**src/rtl/dct_pkg.sv**
```systemverilog
// dct_pkg: shared types and constants for the 8x8 2D DCT scheduler.
//   DCT_N             - transform size (points per 1D pass)
//   dct_sched_state_t - scheduler FSM states
//   dct_tag_t         - tag travelling alongside each engine operation
package dct_pkg;

    localparam int DCT_N = 8;

    typedef enum logic [1:0] {
        ROW_ISSUE = 2'd0,
        ROW_DRAIN = 2'd1,
        COL_ISSUE = 2'd2
    } dct_sched_state_t;

    typedef struct packed {
        logic       vld;
        logic       pass;   // 0 = row pass, 1 = column pass
        logic [2:0] idx;
    } dct_tag_t;

    localparam logic PASS_ROW = 1'b0;
    localparam logic PASS_COL = 1'b1;

endpackage

```
**src/rtl/dct_tbuf.sv**
```systemverilog
// dct_tbuf: 8x8 transpose buffer of W-bit words.
// Ports:
//   clk, rst_n          - clock, asynchronous active-low clear of all words
//   i_wr_en             - write row i_wr_row with i_wr_data (word k -> column k)
//   i_wr_row, i_wr_data - row write port
//   i_rd_col            - column select for the combinational read
//   o_rd_data           - word k = buffer[k][i_rd_col]
module dct_tbuf
    import dct_pkg::*;
#(
    parameter int W = 16
) (
    input  logic               clk,
    input  logic               rst_n,
    input  logic               i_wr_en,
    input  logic [2:0]         i_wr_row,
    input  logic [DCT_N*W-1:0] i_wr_data,
    input  logic [2:0]         i_rd_col,
    output logic [DCT_N*W-1:0] o_rd_data
);

    logic [W-1:0] r_mem [DCT_N][DCT_N];

    always_ff @(posedge clk or negedge rst_n) begin
        if (!rst_n) begin
            for (int unsigned i = 0; i < DCT_N; i++) begin
                for (int unsigned j = 0; j < DCT_N; j++) begin
                    r_mem[i][j] <= '0;
                end
            end
        end else if (i_wr_en) begin
            for (int unsigned k = 0; k < DCT_N; k++) begin
                r_mem[i_wr_row][k] <= i_wr_data[k*W +: W];
            end
        end
    end

    always_comb begin
        o_rd_data = '0;
        for (int unsigned k = 0; k < DCT_N; k++) begin
            o_rd_data[k*W +: W] = r_mem[k][i_rd_col];
        end
    end

endmodule

```
**src/rtl/dct_2d_sched.sv**
```systemverilog
// dct_2d_sched: time-multiplexes one external 8-point 1D DCT engine over the
// row pass and column pass of an 8x8 2D DCT.
// Ports:
//   clk, rst_n          - clock, asynchronous active-low reset
//   in_valid/in_ready   - row input handshake, in_data word k = column k
//   eng_x_in/eng_x_out  - vector to / result from the external engine
//   out_valid           - coefficient column valid (no backpressure)
//   out_data            - word k = coefficient (v=k, u=out_col)
//   out_col, out_last   - column index, high with column 7
//   busy                - block in progress
//   blk_cnt             - completed-block counter (only with DCT_2D_BLK_CNT_EN)
// Build option: define DCT_2D_BLK_CNT_EN to add the blk_cnt output.
module dct_2d_sched
    import dct_pkg::*;
#(
    parameter int W       = 16,
    parameter int DCT_LAT = 8
) (
    input  logic               clk,
    input  logic               rst_n,
    input  logic               in_valid,
    output logic               in_ready,
    input  logic [DCT_N*W-1:0] in_data,
    output logic [DCT_N*W-1:0] eng_x_in,
    input  logic [DCT_N*W-1:0] eng_x_out,
    output logic               out_valid,
    output logic [DCT_N*W-1:0] out_data,
    output logic [2:0]         out_col,
    output logic               out_last,
    output logic               busy
`ifdef DCT_2D_BLK_CNT_EN
    ,
    output logic [15:0]        blk_cnt
`endif
);

    dct_sched_state_t   r_state;
    logic [2:0]         r_row_cnt;
    logic [2:0]         r_col_cnt;
    dct_tag_t           r_tag [DCT_LAT];
    logic               r_out_valid;
    logic [DCT_N*W-1:0] r_out_data;
    logic [2:0]         r_out_col;
    logic               r_out_last;

    dct_tag_t           w_tag_in;
    dct_tag_t           w_tail;
    logic               w_accept;
    logic               w_wb_en;
    logic               w_emit;
    logic               w_row7_done;
    logic [DCT_N*W-1:0] w_col_rd;

    // Reset is folded in so the handshake is closed while held in reset.
    assign in_ready = rst_n && (r_state == ROW_ISSUE);
    assign w_accept = in_valid && in_ready;
    assign busy     = (r_state != ROW_ISSUE) || (r_row_cnt != 3'd0);

    // The tail tag lines up with eng_x_out for the same operation.
    assign w_tail      = r_tag[DCT_LAT-1];
    assign w_wb_en     = w_tail.vld && (w_tail.pass == PASS_ROW);
    assign w_emit      = w_tail.vld && (w_tail.pass == PASS_COL);
    assign w_row7_done = w_wb_en && (w_tail.idx == 3'd7);

    always_comb begin
        eng_x_in = '0;
        w_tag_in = '0;
        if (w_accept) begin
            eng_x_in = in_data;
            w_tag_in = '{vld: 1'b1, pass: PASS_ROW, idx: r_row_cnt};
        end else if (r_state == COL_ISSUE) begin
            eng_x_in = w_col_rd;
            w_tag_in = '{vld: 1'b1, pass: PASS_COL, idx: r_col_cnt};
        end
    end

    dct_tbuf #(.W(W)) u_tbuf (
        .clk       (clk),
        .rst_n     (rst_n),
        .i_wr_en   (w_wb_en),
        .i_wr_row  (w_tail.idx),
        .i_wr_data (eng_x_out),
        .i_rd_col  (r_col_cnt),
        .o_rd_data (w_col_rd)
    );

    always_ff @(posedge clk or negedge rst_n) begin
        if (!rst_n) begin
            for (int unsigned i = 0; i < DCT_LAT; i++) begin
                r_tag[i] <= '0;
            end
        end else begin
            r_tag[0] <= w_tag_in;
            for (int unsigned i = 1; i < DCT_LAT; i++) begin
                r_tag[i] <= r_tag[i-1];
            end
        end
    end

    always_ff @(posedge clk or negedge rst_n) begin
        if (!rst_n) begin
            r_state   <= ROW_ISSUE;
            r_row_cnt <= '0;
            r_col_cnt <= '0;
        end else begin
            case (r_state)
                ROW_ISSUE: begin
                    if (w_accept) begin
                        r_row_cnt <= r_row_cnt + 3'd1;
                        if (r_row_cnt == 3'd7) begin
                            r_state <= ROW_DRAIN;
                        end
                    end
                end
                ROW_DRAIN: begin
                    // Row 7 is written back on this edge, so column 0 reads a full buffer next cycle.
                    if (w_row7_done) begin
                        r_state <= COL_ISSUE;
                    end
                end
                COL_ISSUE: begin
                    r_col_cnt <= r_col_cnt + 3'd1;
                    if (r_col_cnt == 3'd7) begin
                        r_state <= ROW_ISSUE;
                    end
                end
                default: r_state <= ROW_ISSUE;
            endcase
        end
    end

    always_ff @(posedge clk or negedge rst_n) begin
        if (!rst_n) begin
            r_out_valid <= 1'b0;
            r_out_data  <= '0;
            r_out_col   <= '0;
            r_out_last  <= 1'b0;
        end else begin
            r_out_valid <= w_emit;
            r_out_last  <= w_emit && (w_tail.idx == 3'd7);
            if (w_emit) begin
                r_out_data <= eng_x_out;
                r_out_col  <= w_tail.idx;
            end
        end
    end

    assign out_valid = r_out_valid;
    assign out_data  = r_out_data;
    assign out_col   = r_out_col;
    assign out_last  = r_out_last;

`ifdef DCT_2D_BLK_CNT_EN
    logic [15:0] r_blk_cnt;

    always_ff @(posedge clk or negedge rst_n) begin
        if (!rst_n) begin
            r_blk_cnt <= '0;
        end else if (r_out_valid && r_out_last) begin
            r_blk_cnt <= r_blk_cnt + 16'd1;
        end
    end

    assign blk_cnt = r_blk_cnt;
`endif

endmodule
```
**config.mk**
```make
export PLATFORM = sky130hd
export DESIGN_NAME = dct_2d_sched
export DESIGN_NICKNAME = d
export VERILOG_FILES = /design/src/rtl/dct_pkg.sv /design/src/rtl/dct_tbuf.sv /design/src/rtl/dct_2d_sched.sv
export SDC_FILE = /design/constraint.sdc
export NUM_CORES = 2
export LEC_CHECK = 0
export BUFFER_PORTS_ARGS = -buffer_cell sky130_fd_sc_hd__buf_2
export CAP_MARGIN = 20
export CORE_MARGIN = 8
export CORE_UTILIZATION = 40
export CTS_CLUSTER_SIZE = 14
export DETAILED_ROUTE_END_ITERATION = 7
export PLACE_DENSITY = 0.65
export SLEW_MARGIN = 20
export SYNTH_ARGS = -nofsm -noshare
export SYNTH_HDL_FRONTEND = slang
export SYNTH_SLANG_ARGS = --single-unit
```
**constraint.sdc**
```tcl
create_clock -name clk -period 2.2 [get_ports clk]
set_clock_uncertainty 0.2 [all_clocks]
set_input_delay 0.11 -clock clk [delete_from_list [all_inputs] [get_ports clk]]
set_output_delay 0.11 -clock clk [all_outputs]
set_load 0.01 [all_outputs]
```
# Word level (Yosys, flattened, before mapping)
# Cells that the tools add are included.
[totals] output_inout_bits=263 ff_bits=1205 word_cells=182 input_bits=259
[classes] muxes=57 magnitude_cmp=3 n_addsub=2 bitwise_logic=3 n_reduce_logical=13 n_eq_ne=9
[op_table] operator="bitwise mux 1024 bit" count=8
[op_table] operator="demux 128 bit (select 3 bit)" count=8
[op_table] operator="binary-select mux 16 bit (select 3 bit)" count=8
[op_table] operator="2-to-1 mux 128 bit" count=3
[op_table] operator="2-to-1 mux 16 bit" count=17
[op_table] operator="2-to-1 mux 112 bit" count=1
[op_table] operator="2-to-1 mux 96 bit" count=1
[op_table] operator="2-to-1 mux 80 bit" count=1
[op_table] operator="2-to-1 mux 64 bit" count=1
[op_table] operator="2-to-1 mux 48 bit" count=1
[op_table] operator="2-to-1 mux 32 bit" count=1
[op_table] operator="2-to-1 mux 5 bit" count=2
[op_table] operator="== test 3 bit (second input constant)" count=3
[op_table] operator=">= comparator 4 bit (second input constant)" count=2
[op_table] operator="2-to-1 mux 2 bit" count=4
[op_table] operator="inverter 3 -> 4 bit" count=2
[op_table] operator="logical AND 1 bit" count=7
[op_table] operator="adder 3 x 1 -> 3 bit (second input constant)" count=2
[op_table] operator="case mux 2 bit (3 select lines)" count=1
[op_table] operator="less-than comparator 4 x 1 -> 1 bit (second input constant)" count=1
[op_table] operator="inequality test 2 x 1 -> 1 bit (second input constant)" count=2
[op_table] operator="inequality test 2 bit (second input constant)" count=2
[op_table] operator="AND reduction 4 bit" count=1
[op_table] operator="nonzero test 3 bit" count=1
[op_table] operator="7 further kinds" count=7

# Logic depth before layout (Yosys ltp)
[depth] depth_word=13 depth_mapped=7 depth_no_buf=4

# Modules after synthesis
# Synthesis repeated with hierarchy kept, for this count alone.
[hier_totals] cells_unflattened=3141 area_unflattened_um2=53371.2
[by_module_without_submodules] mod="dct_tbuf" seq_area_each_um2=25624.6 cells_per_inst=2623 n_inst=1 area_each_um2=45631.3
[by_module_without_submodules] mod="dct_2d_sched" seq_area_each_um2=4529.3 cells_per_inst=518 n_inst=1 area_each_um2=7739.9

# Least setup slack after synthesis
# OpenSTA, ideal clock, no wires.
[synth_timing] kind="register to output" startpoint="register r_col_cnt[1]" endpoint="output port eng_x_in[126]" t_arrival_ns=1.581 path_stages_with_launch=8 t_required_ns=1.890 path_slack_ns=0.309 path_buffers=4 cell_sequence="dfrtp_1 -> buf_2 -> buf_2 -> nand2_2 -> buf_2 -> buf_2 -> o22ai_1 -> o31ai_1"
[synth_between] elab_chain_len=6
[synth_lines] element="from (decl)" line_no="dct_2d_sched.sv:39" source="logic [2:0] r_col_cnt;"
[synth_lines] element="from (signal assigned)" line_no="dct_2d_sched.sv:122" source="r_col_cnt <= r_col_cnt + 3'd1;"
[synth_lines] element="inverter 3 -> 4 bit (implied by the code)" line_no="dct_tbuf.sv:41" source="o_rd_data[k*W +: W] = r_mem[k][i_rd_col];"
[synth_lines] element="binary-select mux 16 bit (select 3 bit)" line_no="dct_tbuf.sv:41"
[synth_lines] element="2-to-1 mux 16 bit (implied by the code) (2 in series)" line_no="dct_tbuf.sv:41"
[synth_lines] element="2-to-1 mux 128 bit" line_no="dct_2d_sched.sv:71" source="end else if (r_state == COL_ISSUE) begin"
[synth_lines] element="2-to-1 mux 128 bit" line_no="dct_2d_sched.sv:68" source="if (w_accept) begin"
[synth_lines] element="to (decl)" line_no="dct_2d_sched.sv:24" source="output logic [DCT_N*W-1:0] eng_x_in,"
# Every way passes these cells. The select of a mux whose other input is x is not followed.

# Final worst setup path
[layout_timing] startpoint="register r_col_cnt[0]" endpoint="output port eng_x_in[107]"
# The elaborated chain is that of the path after synthesis.

==> results.yml <==
synth:
  synth_top_area_share_pct: 56.1
  syn_area_per_cell_sq_um: 15.1
  ys.flop_type: "dfrtp_1"
  synth_cells: 3565
  syn-num-nets: 3829
  synth_top_area_cell: "dfrtp_1"
  synth.distinct_cells: 32
  yosys_warnings: 0
  ys_seq_area_share_pct: 56.1
  synth_edf_count: 0
  ys_ff_latch: 1205
  postSynth.asyncResetShare_pct: 100
  syn-cell-area_sq_um: 53700
  yosys-top-cells-area: "dfrtp_1 (56%), mux2_2 (25%), mux4_2 (5.4%)"
placement:
  place_congestion: 0.893
  dpl-instance-area_sq_um: 60600
  portBuffers: 521
  hpwl_um: 137000
  place_ws_ns: -0.293
final_layout:
  syn2layout_area_growth_pct: 30.3
  finalNetCount: 4750
  final_area_sq_um: 70000
  drive_above_1_share_pct: 58.3
worst_setup_path:
  rrSetupSlack_ns: 0.03
  crit_fanout: 7
  start_kind: "flop"
  critPathKind: "flop to output port"
  startpoint: "r_col_cnt[0]$_DFFE_PN0N_"
  cp_data_required_time_ns: 1.89
  rr_worst_depth: 5
  timing.rr.start: "r_tag[3]$_DFF_PN0_"
  cp.arrival_ns: 2.81
  cp-end-kind: "output port"
  reg2reg_to: "u_tbuf.r_mem[635]$_DFFE_PN0P_"
pwr:
  intPower_mw: 38.5
  power_frac_seq_pct: 46.0
  ir_worst_vdd_v: 0.000830
  comb_power_share_pct: 6.4
  power_frac_clock_pct: 47.7
  switching_share_pct: 23.7
  power_switching_mw: 12.0
  p_per_area_nw_per_um2: 720
  p_leak_nw: 31.9
timing:
  period_minus_slack_ns: 3.12
  fmax_mhz: 321
  whs_ns: -0.0421
  hold_violations: 71
  setup_viol_count_final: 128
  timing.slew.headroom_pct: 31.9
  setup_tns_ns: -103.45
  slew_violations: 0
  rsz0062_at_grt: "true"
  timing.final.ws_setup_ns: -0.917
  tightest_slew_ns: 1.02
  period_share_pct: 142
floorplanning:
  num_io_pins: 522
  die_y_um: 383
  dieArea_sq_um: 146000
  start_util_pct: 40.3
  rows: 134
  coreArea_sq_um: 133000
  die_w_um: 383
grt:
  grt_first_pass_wirelength_um: 291000
  track_usage_pct: 27.6
  grt_overflow_total: 0
  antenna_found_initial: 47
  grt_max_degree: 180
  grt_pass1_vias: 38100
detailed_routing:
  drc: 0
  dr.pass1.iters: 5
  wire_per_inst_um: 32.7
  wl_um: 209000
  vias_per_cell: 5.87
  dr_total_vias: 37500
  drt_iter0_drc: 3315
  antenna_left: 0
clock_network:
  clock-sinks: 1205
  cts_buffer_depth: 3
  cts_tree: "yes"
  clock-root-buffer: "clkbuf_16"
  ctsHoldBuffers: 137
  worstSkewPairLatency_ns: 0.77
  clkSlewWorstSetupHoldPaths_ns: 0.06
  ctsHtreeMaxLevel: 4
  numCtsBuffers: 137
flow_run:
  cap_violations: 0
run_status:
  status: "finished, violations left"
  violations: "hold timing, setup timing"
worst_hold_path:
  hp-class: "input port to asynchronous set/reset pin"
## Yosys cell counts (2+ instances only)
master	instances
a22o_1	3
buf_1	11
buf_2	88
buf_4	48
buf_6	49
clkbuf_1	60
dfrtp_1	1205
ha_1	5
inv_1	4
mux2_1	231
mux2_2	1181
mux4_2	128
nand2_1	138
nand2b_1	4
nand3b_1	3
nor2_1	93
nor2b_1	40
nor3b_2	3
o21ai_0	2
o22ai_1	128
o31ai_1	128
or2_2	2
xnor2_1	2
## routing by layer
metal	track usage [%]	share of wire (%)	vias up
met5	0	0.022	-
met4	12.6	5.2	6
met3	6.14	8.3	444
met2	42.4	46	1885
met1	37.3	41	20100
li1	-	-	15000
## per-stage QoR
stage	util [%]	power, mW	instances
after floorplan	-	24.3	3565
after global placement	45.4	26.4	5926
after detailed placement	45.4	26.5	5926
after CTS	51.5	50.7	6335
after global routing	52.4	51.9	6360
final	52.4	50.4	6389
## placed cells by master (no fill, tap or decap), types with 19 or more instances in the layout
master and n:
dfrtp_1 1201, mux2_2 1168, buf_2 513, mux2_1 231, buf_4 195, clkbuf_16 152
nand2_1 136, dlygate4sd3_1 134, mux4_2 128, buf_12 90, o31ai_1 76, o22ai_2 57
buf_6 46, o22ai_1 44, nor2_4 38, o31ai_2 36, clkbuf_8 32, diode_2 30
nor2_2 30, buf_16 28, o22ai_4 27, clkbuf_1 27, nor2_1 25, buf_8 19
## repair_timing
action | 4_1_cts | 5_1_grt
cloned | 17 | 11
endpoints found under the setup margin | 171 | 290
setup buffers | 28 | 35
pin swaps | 36 | 47
endpoints found under the hold margin | 2268 | 82
resized for setup | 307 | 179
## how the worst max path moves through the flow
stage                    end  slack, ns
3_3_place_gp   eng_x_in[107]      -0.29
2_1_floorplan  eng_x_in[126]       0.31
6_report       eng_x_in[107]      -0.92
3_5_place_dp   eng_x_in[107]      -0.29
4_1_cts        eng_x_in[117]      -0.93
5_1_grt         eng_x_in[73]      -0.97
## layout make-up
cell class / instances / area (sq um)
sequential: 1205 / 30200
fill: 11100 / 63500
clock buffer: 201 / 4100
antenna: 30 / 75.1
multi-input combinational: 2100 / 23700
timing repair buffer: 1038 / 9080
tap: 1768 / 2210
clock inverter: 43 / 637
inverter: 4 / 15.0
## registers in the layout (all words and copies together), names as in the netlist
signal and count:
r_tag 40, r_state 2, r_row_cnt 3, u_tbuf.r_mem 1024, r_col_cnt 3, out_data 128, out_col 3, out_last 1
out_valid 1
## power groups by stage
| stage | registers (mW) | clock network [mW] | logic [mW] |
|---|---|---|---|
| 2_1_floorplan | 23.5 | 0 | 0.796 |
| 3_3_place_gp | 23.5 | 0 | 2.89 |
| 3_5_place_dp | 23.5 | 0 | 2.93 |
| 4_1_cts | 23.1 | 24.3 | 3.20 |
| 5_1_grt | 23.2 | 25.3 | 3.37 |
| 6_report | 23.2 | 24.0 | 3.21 |
## logic make-up after synthesis
| kind of cell | share of synthesized area [%] |
|---|---|
| compound gates | 3.37 |
| xor+xnor | 0.0326 |
| fa+ha+maj | 0.116 |
| buf+inv | 3.04 |
| flops | 56.1 |
| mux | 35.0 |
| simple gates | 2.37 |
## worst max-delay path, stage by stage, from the launching register on
cell,delay (ns)
dfrtp_4,0.52
buf_12,0.16
buf_16,0.15
buf_16,0.15
mux4_2,0.44
nor2b_4,0.08
o31ai_2,0.33
buf_2,0.20
No activity file was read; power rests on OpenSTA's default activity.
